`config.mk`:
```
export PLATFORM = sky130hd
export DESIGN_NAME = hdbn_substitutor_flat
export DESIGN_NICKNAME = d
export VERILOG_FILES = /design/src/rtl/hdbn_if.sv /design/src/rtl/hdbn_substitutor.sv /design/src/flat_wrapper.sv
export SDC_FILE = /design/constraint.sdc
export NUM_CORES = 1
export LEC_CHECK = 0
export BUFFER_PORTS_ARGS = -buffer_cell sky130_fd_sc_hd__clkbuf_2
export CORE_MARGIN = 8
export CORE_UTILIZATION = 37
export DETAILED_ROUTE_END_ITERATION = 8
export PLACE_DENSITY = 0.54
export SYNTH_ARGS = -nofsm -noshare
export SYNTH_HDL_FRONTEND = slang
export SYNTH_SLANG_ARGS = --single-unit
```
`constraint.sdc`:
```
create_clock -name clk -period 1.1 [get_ports clk]
set_input_delay 0.11 -clock clk [delete_from_list [all_inputs] [get_ports clk]]
set_output_delay 0.11 -clock clk [all_outputs]
set_load 0.02 [all_outputs]
```
`src/rtl/hdbn_if.sv`:
```
// hdbn_if: the symbol-stream bundle between the bit source, the HDBn
// substitutor and the downstream polarity stage.
//
// Handshake: a transfer happens on every rising clock edge where in_valid=1;
// there is no ready signal, so the substitutor accepts every valid beat.
// out_valid is a one-cycle strobe and the consumer must take out_sym on
// every cycle where it is high, because there is no back-pressure.
//
// Signals:
//   in_valid  source -> substitutor  input strobe, one accept per high cycle
//   in_bit    source -> substitutor  NRZ data bit
//   sub_en    source -> substitutor  1 = substitution on, 0 = pass-through
//   out_valid substitutor -> sink    one-cycle strobe per emitted symbol
//   out_sym   substitutor -> sink    00 zero, 01 mark, 11 V, 10 B
interface hdbn_if;
  logic       in_valid;
  logic       in_bit;
  logic       sub_en;
  logic       out_valid;
  logic [1:0] out_sym;

  modport master (
    output in_valid,
    output in_bit,
    output sub_en,
    input  out_valid,
    input  out_sym
  );

  modport slave (
    input  in_valid,
    input  in_bit,
    input  sub_en,
    output out_valid,
    output out_sym
  );
endinterface

```
`src/rtl/hdbn_substitutor.sv`:
```
// hdbn_substitutor: parametrised HDBn zero-substitution stage.
//
// Turns an NRZ bit stream into 2-bit HDB symbols with the V and B pulses
// already in place. A run of ZMAX+1 zeros is replaced by B0..0V when an even
// number of marks has been sent since the last V, and by 0..0V otherwise.
// Symbols pass through a DEPTH = ZMAX+1 stage delay line so that the B can be
// written back over the first zero of the run before that zero is emitted.
// ZMAX=3 gives HDB3, ZMAX=2 gives HDB2/B3ZS. Legal ZMAX range is 1..15.
//
// Ports:
//   clk  rising-edge clock
//   rst  synchronous active-high reset, takes priority over an accept
//   bus  hdbn_if slave modport (in_valid, in_bit, sub_en, out_valid, out_sym)
module hdbn_substitutor #(
  parameter int ZMAX = 3
) (
  input  logic   clk,
  input  logic   rst,
  hdbn_if.slave  bus
);

  localparam int DEPTH = ZMAX + 1;
  localparam int ZW    = $clog2(ZMAX + 1);
  localparam int FW    = $clog2(DEPTH + 1);

  localparam logic [1:0] SYM_ZERO = 2'b00;
  localparam logic [1:0] SYM_MARK = 2'b01;
  localparam logic [1:0] SYM_V    = 2'b11;
  localparam logic [1:0] SYM_B    = 2'b10;

  logic [1:0]    d_q [DEPTH];
  logic [FW-1:0] fill_q;
  logic [ZW-1:0] zcnt_q;
  logic [ZW-1:0] zcnt_d;
  logic          par_q;
  logic          par_d;
  logic [1:0]    new_sym;
  logic          set_b;
  logic          out_valid_q;
  logic [1:0]    out_sym_q;

  // Classify the incoming bit. A zero seen with sub_en=0 clears the run
  // counter, so a run straddling an enable change only counts enabled zeros.
  always_comb begin
    new_sym = SYM_ZERO;
    zcnt_d  = '0;
    par_d   = par_q;
    set_b   = 1'b0;
    if (bus.in_bit) begin
      new_sym = SYM_MARK;
      par_d   = ~par_q;
    end else if (bus.sub_en) begin
      if (zcnt_q == ZW'(ZMAX)) begin
        // Substitution event: V now, and B on the first zero of the run
        // only when the mark count since the last V is even.
        new_sym = SYM_V;
        set_b   = ~par_q;
        par_d   = 1'b0;
      end else begin
        zcnt_d = zcnt_q + 1'b1;
      end
    end
  end

  always_ff @(posedge clk) begin
    if (rst) begin
      for (int i = 0; i < DEPTH; i++) d_q[i] <= SYM_ZERO;
      fill_q      <= '0;
      zcnt_q      <= '0;
      par_q       <= 1'b0;
      out_sym_q   <= SYM_ZERO;
      out_valid_q <= 1'b0;
    end else if (bus.in_valid) begin
      out_sym_q   <= d_q[DEPTH-1];
      out_valid_q <= (fill_q == FW'(DEPTH));
      if (fill_q != FW'(DEPTH)) fill_q <= fill_q + 1'b1;
      for (int i = 1; i < DEPTH; i++) d_q[i] <= d_q[i-1];
      d_q[0] <= new_sym;
      // The first zero of the run has just shifted into the last stage;
      // this later assignment overrides the plain shift for that stage.
      if (set_b) d_q[DEPTH-1] <= SYM_B;
      zcnt_q <= zcnt_d;
      par_q  <= par_d;
    end else begin
      out_valid_q <= 1'b0;
    end
  end

  assign bus.out_valid = out_valid_q;
  assign bus.out_sym   = out_sym_q;

endmodule

```
`src/flat_wrapper.sv`:
```
// flat-port wrapper written by rule: the top's interface ports become plain ports
module hdbn_substitutor_flat 
#(
  parameter int ZMAX = 3
)
  (clk, rst, bus_in_valid, bus_in_bit, bus_sub_en, bus_out_valid, bus_out_sym);
  hdbn_if bus_i ();
  input  logic clk;
  input  logic rst;
  input wire logic [$bits(bus_i.in_valid)-1:0] bus_in_valid;
  input wire logic [$bits(bus_i.in_bit)-1:0] bus_in_bit;
  input wire logic [$bits(bus_i.sub_en)-1:0] bus_sub_en;
  output wire logic [$bits(bus_i.out_valid)-1:0] bus_out_valid;
  output wire logic [$bits(bus_i.out_sym)-1:0] bus_out_sym;
  assign bus_i.in_valid = bus_in_valid;
  assign bus_i.in_bit = bus_in_bit;
  assign bus_i.sub_en = bus_sub_en;
  assign bus_out_valid = bus_i.out_valid;
  assign bus_out_sym = bus_i.out_sym;
  hdbn_substitutor #(.ZMAX(ZMAX)) u_core (.clk(clk), .rst(rst), .bus(bus_i));
endmodule
```
Word-level counts from Yosys, hierarchy flattened. Memory sizes are Yosys's and may differ from the RTL's. A register that Yosys moved wholly into a read port is not among the register bits. Index checks and enable logic that the tools add are counted.

Input port bits: 5. Word-level logic and storage cells: 48. Bits in writable memories: 8. Register bits after elaboration: 7. Memories kept: 1. Output and inout bits: 3.

$add $sub $neg: 2. Multiplexer cells: 26. Eq/ne operators: 3. Reductions and logical operators: 5. Bitwise logic cells: 7.

Memory list: u_core.d_q (words 4, width 2, read ports 4, clocked after memory_dff 1, write ports 4, RTL line hdbn_substitutor.sv:31) `logic [1:0] d_q [DEPTH];`.

Operators with widths (number): 2-to-1 mux 2 bit (11); 2-to-1 mux 1 bit (15); OR 1 bit (5); nonzero test 2 bit (2); adder 3 x 1 -> 3 bit, second input constant (1); equality test 3 bit, second input constant (1); != test 3 bit, second input constant (1); AND reduction 3 bit (1); adder 2 x 1 -> 2 bit, second input constant (1); equality test 2 bit, second input constant (1); inverter 1 bit (2); AND reduction 2 bit (1); OR reduction 2 bit (1).

Depth between registers and ports, before layout.
Depth in word-level cells: 9. Depth in mapped cells: 4. Mapped depth without buffers: 4.

Worst setup path after synthesis. OpenSTA, ideal clock, no wires.

Path type: register to register. From: register u_core.fill_q[0]. To: register u_core.fill_q[0]. Path buffers: 0. Stages on the path, launching flop included: 5. Setup slack: -0.118 ns. Required time: 0.979 ns. Arrival: 1.097 ns. Library setup time: 0.121 ns. Cells stage by stage: dfxtp_1 inv_1 ha_1 a21boi_2 mux2_2.

Longest elaborated chain between the ends: 2.

RTL lines: start: declaration (RTL line hdbn_substitutor.sv:32) `logic [FW-1:0] fill_q;`; start signal: assignment (RTL line hdbn_substitutor.sv:76) `if (fill_q != FW'(DEPTH)) fill_q <= fill_q + 1'b1;`; parallel branches: the longest is 2 deep, another holds adder 3 x 1 -> 3 bit.

Parallel ways; which one is timed is not known. A chain may end at the register's enable or synchronous reset.

Worst setup path in the final report.
From: register u_core.zcnt_q[0]. To: register u_core.zcnt_q[0].

Longest elaborated chain between the ends: 4.

RTL lines: start: declaration (RTL line hdbn_substitutor.sv:33) `logic [ZW-1:0] zcnt_q;`; start signal: assignment (RTL line hdbn_substitutor.sv:82) `zcnt_q <= zcnt_d;`; adder 2 x 1 -> 2 bit or equality test 2 bit (tied branches) (RTL line hdbn_substitutor.sv:60, hdbn_substitutor.sv:53); 2-to-1 mux 2 bit * (RTL line hdbn_substitutor.sv:53) `if (zcnt_q == ZW'(ZMAX)) begin`; 2-to-1 mux 2 bit * (RTL line hdbn_substitutor.sv:52) `end else if (bus.sub_en) begin`; 2-to-1 mux 2 bit * (RTL line hdbn_substitutor.sv:49) `if (bus.in_bit) begin`.

Mark *: on every way between the ends. The rest lies on a longest branch, timed or not.

==> run summary <==
The flow ran to the end, but the final reports show violations. The checks that failed: setup timing. In this run the tightest slew margin relative to its limit is between 80% and 90%. Summed over its instances, the top area cell type makes up between 20% and 30% of the synthesized netlist area. The warning count from the yosys run is 0. The detailed placement HPWL is 955.8 µm. The total setup violations reported at the end of the flow is 3. Measured against the total synthesized area, the mux share comes to roughly 5.5%. The detail route stage leaves a number of antenna-violating nets equal to 0.

The worst hold path passes through 2 cells. The tree is rooted in a sky130_fd_sc_hd__clkbuf_4. The routed layout has 512 vias. Dividing the detail-routed wire length by the instance count gives around 13 µm. The average footprint of a synthesized cell is 11.61 µm². The post-synth net total is 73. The later pin in the worst-skew pair is clocked with a latency of about 0.29 ns. The shortest clock period the worst path allows after layout is 1.165 ns. At the end of routability-driven placement, the weighted congestion stood at 0.6317. The number of placement rows is 16. The count of final max-slew check failures was 0. The adder and majority cell fraction of the synthesized area is 4.975%. The number of sinks handled by clock tree synthesis is 17.

The least setup slack across all paths after layout came out at -0.06460 ns. The synthesized design contains 6 enable-type register cells. The synthesized netlist devotes about 8.5% of its cell area to compound gates. For this design the static power due to leakage is 0.3916 nW. The tightest min-delay check is of the in -> reg type. The diode insertion count for antenna repair came out at 0. In this run the worst path has a maximum fanout of 4. The sum of negative setup slack is -0.1238 ns.

The global-route usage over all layers is 8.913%. The flip-flop and latch count after synthesis came out at 17. During I/O placement, the number of pins put on the boundary was 8. The number of antenna violations at the first check in global routing is 0. The synthesized netlist occupies a cell area of between 700 and 800 µm². The placeable core region is about 0.0019 mm². The path with the worst hold slack has its endpoint at u_core.zcnt_q[0]$_SDFFE_PP0P_. Synthesis instantiated 29 different standard cells from the library. The area growth from synthesis to layout is 23.88%. The initial cell density of the core is about two fifths. The highest ir drop seen on vdd is approximately 550 µV. Setup repair after global routing could not meet its margin everywhere. The global-route wire length before repair is approximately 2400 µm. Counting the buffers created by CTS gives 3. The port buffer count is 7. STA classifies the critical path startpoint as a flip-flop. The maximum buffer depth of the clock tree is 2. Summing the areas of all xor and xnor instances in the mapped netlist gives 0% of the synthesized area. The via count of the first global-routing pass is between 500 and 600. The die area is 0.003740 mm². Across the routed clock network, the largest skew measured is 0.007416 ns. The number of iterations in the first detailed-routing pass came out at 4. Of all flip-flops after synthesis, the portion carrying an async set or reset was 0%.

The portion of the post-synthesis area used by sequential elements is 53.07%. The most used flip-flop cell after synthesis is sky130_fd_sc_hd__dfxtp_1. Dividing the final minimum period by the clock period gives 105.9%. The number of cells produced by synthesis is 65. By area, the combinational part of the netlist is dominated by simple AND/OR/NAND/NOR gates.

Measured along the x axis, the die boundary spans 61.16 µm. The critical path class is reg -> reg. STA classifies the critical path endpoint as a flip-flop. The number of nets at the end of the flow came out at about 90.

The H-tree depth reported by CTS is 1. Entering global routing, the biggest net connects 13 pins. The total wire length came out at roughly 1400 µm. The total congestion overflow is 0. The number of filler cells placed in the layout came out at 190. The start point of the worst min-delay path is rst. At the worst endpoint, the required time is 1.31 ns. The iteration-0 DRC count of the detailed router is 11.

The hold violation total from the final report came out at 0. The mean number of vias per cell is between 4 and 5. For this run, the top clock speed supported by timing is about 860 MHz. TritonCTS built the clock tree. Setup slack on the worst reg-to-reg path comes out at -0.06 ns. Sorting the synthesized cells by area gives the leading types as sky130_fd_sc_hd__dfxtp_1 29%, sky130_fd_sc_hd__edfxtp_1 24%, sky130_fd_sc_hd__ha_1 5.0%. The logic depth of the worst register-to-register path is 3.

The setup slack at placement came out at -0.05513 ns. In this run the power density over the cells is 1292 mW/mm². The capture point of the worst reg-to-reg path is u_core.zcnt_q[0]$_SDFFE_PP0P_. sky130_fd_sc_hd__dfxtp_1 takes more of the synthesized area than any other cell. The share of synthesized cell area in and, or, nand and nor gates is approximately a quarter. The number of remaining DRC errors is 0. The die span in y came out at 61.16 µm. The clock-pin slew of the registers on the worst-case setup and hold paths came out at 0.11 ns.

The transition at the pin with the smallest max-transition slack is roughly 0.22 ns. The number of max-cap violations came out at 0. STA puts the critical path data arrival time at 1.37 ns.

The startpoint identified for the worst register-to-register timing path is u_core.zcnt_q[0]$_SDFFE_PP0P_. Cells with a size suffix above 1 make up 40.24% of the layout.
registers in the layout, summed over array words and instances (netlist names):
name                  cells
u_core.par_q              1
u_core.zcnt_q             2
u_core.d_q                8
u_core.fill_q             3
u_core.bus.out_sym        2
u_core.bus.out_valid      1
cells in the mapped netlist (2+ instances only):
cell and instances:
sky130_fd_sc_hd__nand4bb_1 2, sky130_fd_sc_hd__nand2b_1 4, sky130_fd_sc_hd__inv_1 5, sky130_fd_sc_hd__and2_1 5
sky130_fd_sc_hd__a21oi_1 2, sky130_fd_sc_hd__dfxtp_1 11, sky130_fd_sc_hd__and4b_1 2, sky130_fd_sc_hd__edfxtp_1 6
sky130_fd_sc_hd__ha_1 3, sky130_fd_sc_hd__nor2_1 4, sky130_fd_sc_hd__mux2i_1 3
power by group:
part	internal [W]	switching (W)
Combinational	0.0000885	0.0000732
Sequential	0.000685	0.0000165
Clock	0.000135	0.000210
cells by family (layout without fill, tap and decap cells):
logic type,Yosys count,count (layout)
AND/OR/NAND/NOR,26,26
flip-flops,17,17
AO/OA/AOI/OAI,8,8
buffers and inverters,7,24
multiplexers,4,4
adder cells (fa/ha/maj),3,3
worst max-delay path by stage:
stage | startpoint | end
after floorplan | u_core.zcnt_q[1]$_SDFFE_PP0P_ | u_core.zcnt_q[0]$_SDFFE_PP0P_
final | u_core.zcnt_q[0]$_SDFFE_PP0P_ | u_core.zcnt_q[0]$_SDFFE_PP0P_
after detailed placement | u_core.zcnt_q[0]$_SDFFE_PP0P_ | u_core.zcnt_q[0]$_SDFFE_PP0P_
after global routing | u_core.zcnt_q[0]$_SDFFE_PP0P_ | u_core.zcnt_q[0]$_SDFFE_PP0P_
after global placement | u_core.zcnt_q[0]$_SDFFE_PP0P_ | u_core.zcnt_q[0]$_SDFFE_PP0P_
after CTS | u_core.zcnt_q[0]$_SDFFE_PP0P_ | u_core.zcnt_q[0]$_SDFFE_PP0P_
critical path, cell delays in order (launching register included):
cell and delay, ns:
sky130_fd_sc_hd__dfxtp_2 0.36, sky130_fd_sc_hd__ha_4 0.16, sky130_fd_sc_hd__or4b_1 0.45, sky130_fd_sc_hd__o32ai_1 0.11
layer usage:
metal  GRT usage, %  part of all wire, %
met5              0                    0
met4          5.980                  2.5
met3          2.505                  4.2
met2          12.84                   45
met1          11.19                   48
what timing repair did:
action,in CTS,in global routing
hold buffers,0,0
pin swaps,3,3
setup endpoints to repair,3,7
gates resized for setup,3,2
buffers inserted,1,0
final cells by class:
| class | instances | area, µm² | area share, % |
|---|---|---|---|
| flip-flops and latches | 17 | 405.4 | 43.37 |
| clock inverters | 1 | 5.005 | 0.5355 |
| inverters | 5 | 18.77 | 2.008 |
| well taps | 27 | 33.78 | 3.614 |
| multi-input cells | 41 | 354.1 | 37.88 |
| repair buffers | 15 | 95.09 | 10.17 |
| clock buffers | 3 | 22.52 | 2.410 |
cell usage in the layout, fill, tap and decap left out, drive strengths merged, types with 2 or more instances in the layout:
cell     synthesis  layout
clkbuf           0      10
ha               3       3
edfxtp           6       6
nor2             4       4
mux2i            3       3
and2             5       5
inv              5       5
and4b            2       2
nand4bb          2       2
nand2b           4       4
dfxtp           11      11
buf              2       8
a21oi            2       2
per-stage QoR:
step	hold WS (ns)	total power (W)	std cells	util (%)	instance area, µm²
floorplan	0.2595	0.0007973	65	-	778.2
global placement	0.4048	0.0008512	104	45.68	887.1
detailed placement	0.4096	0.0008553	104	45.68	887.1
CTS	0.07666	0.001218	109	48.00	932.1
global route	0.09091	0.001272	109	48.13	934.6
finish	0.08319	0.001208	109	48.13	934.6
(Power assumes the default switching activity.)
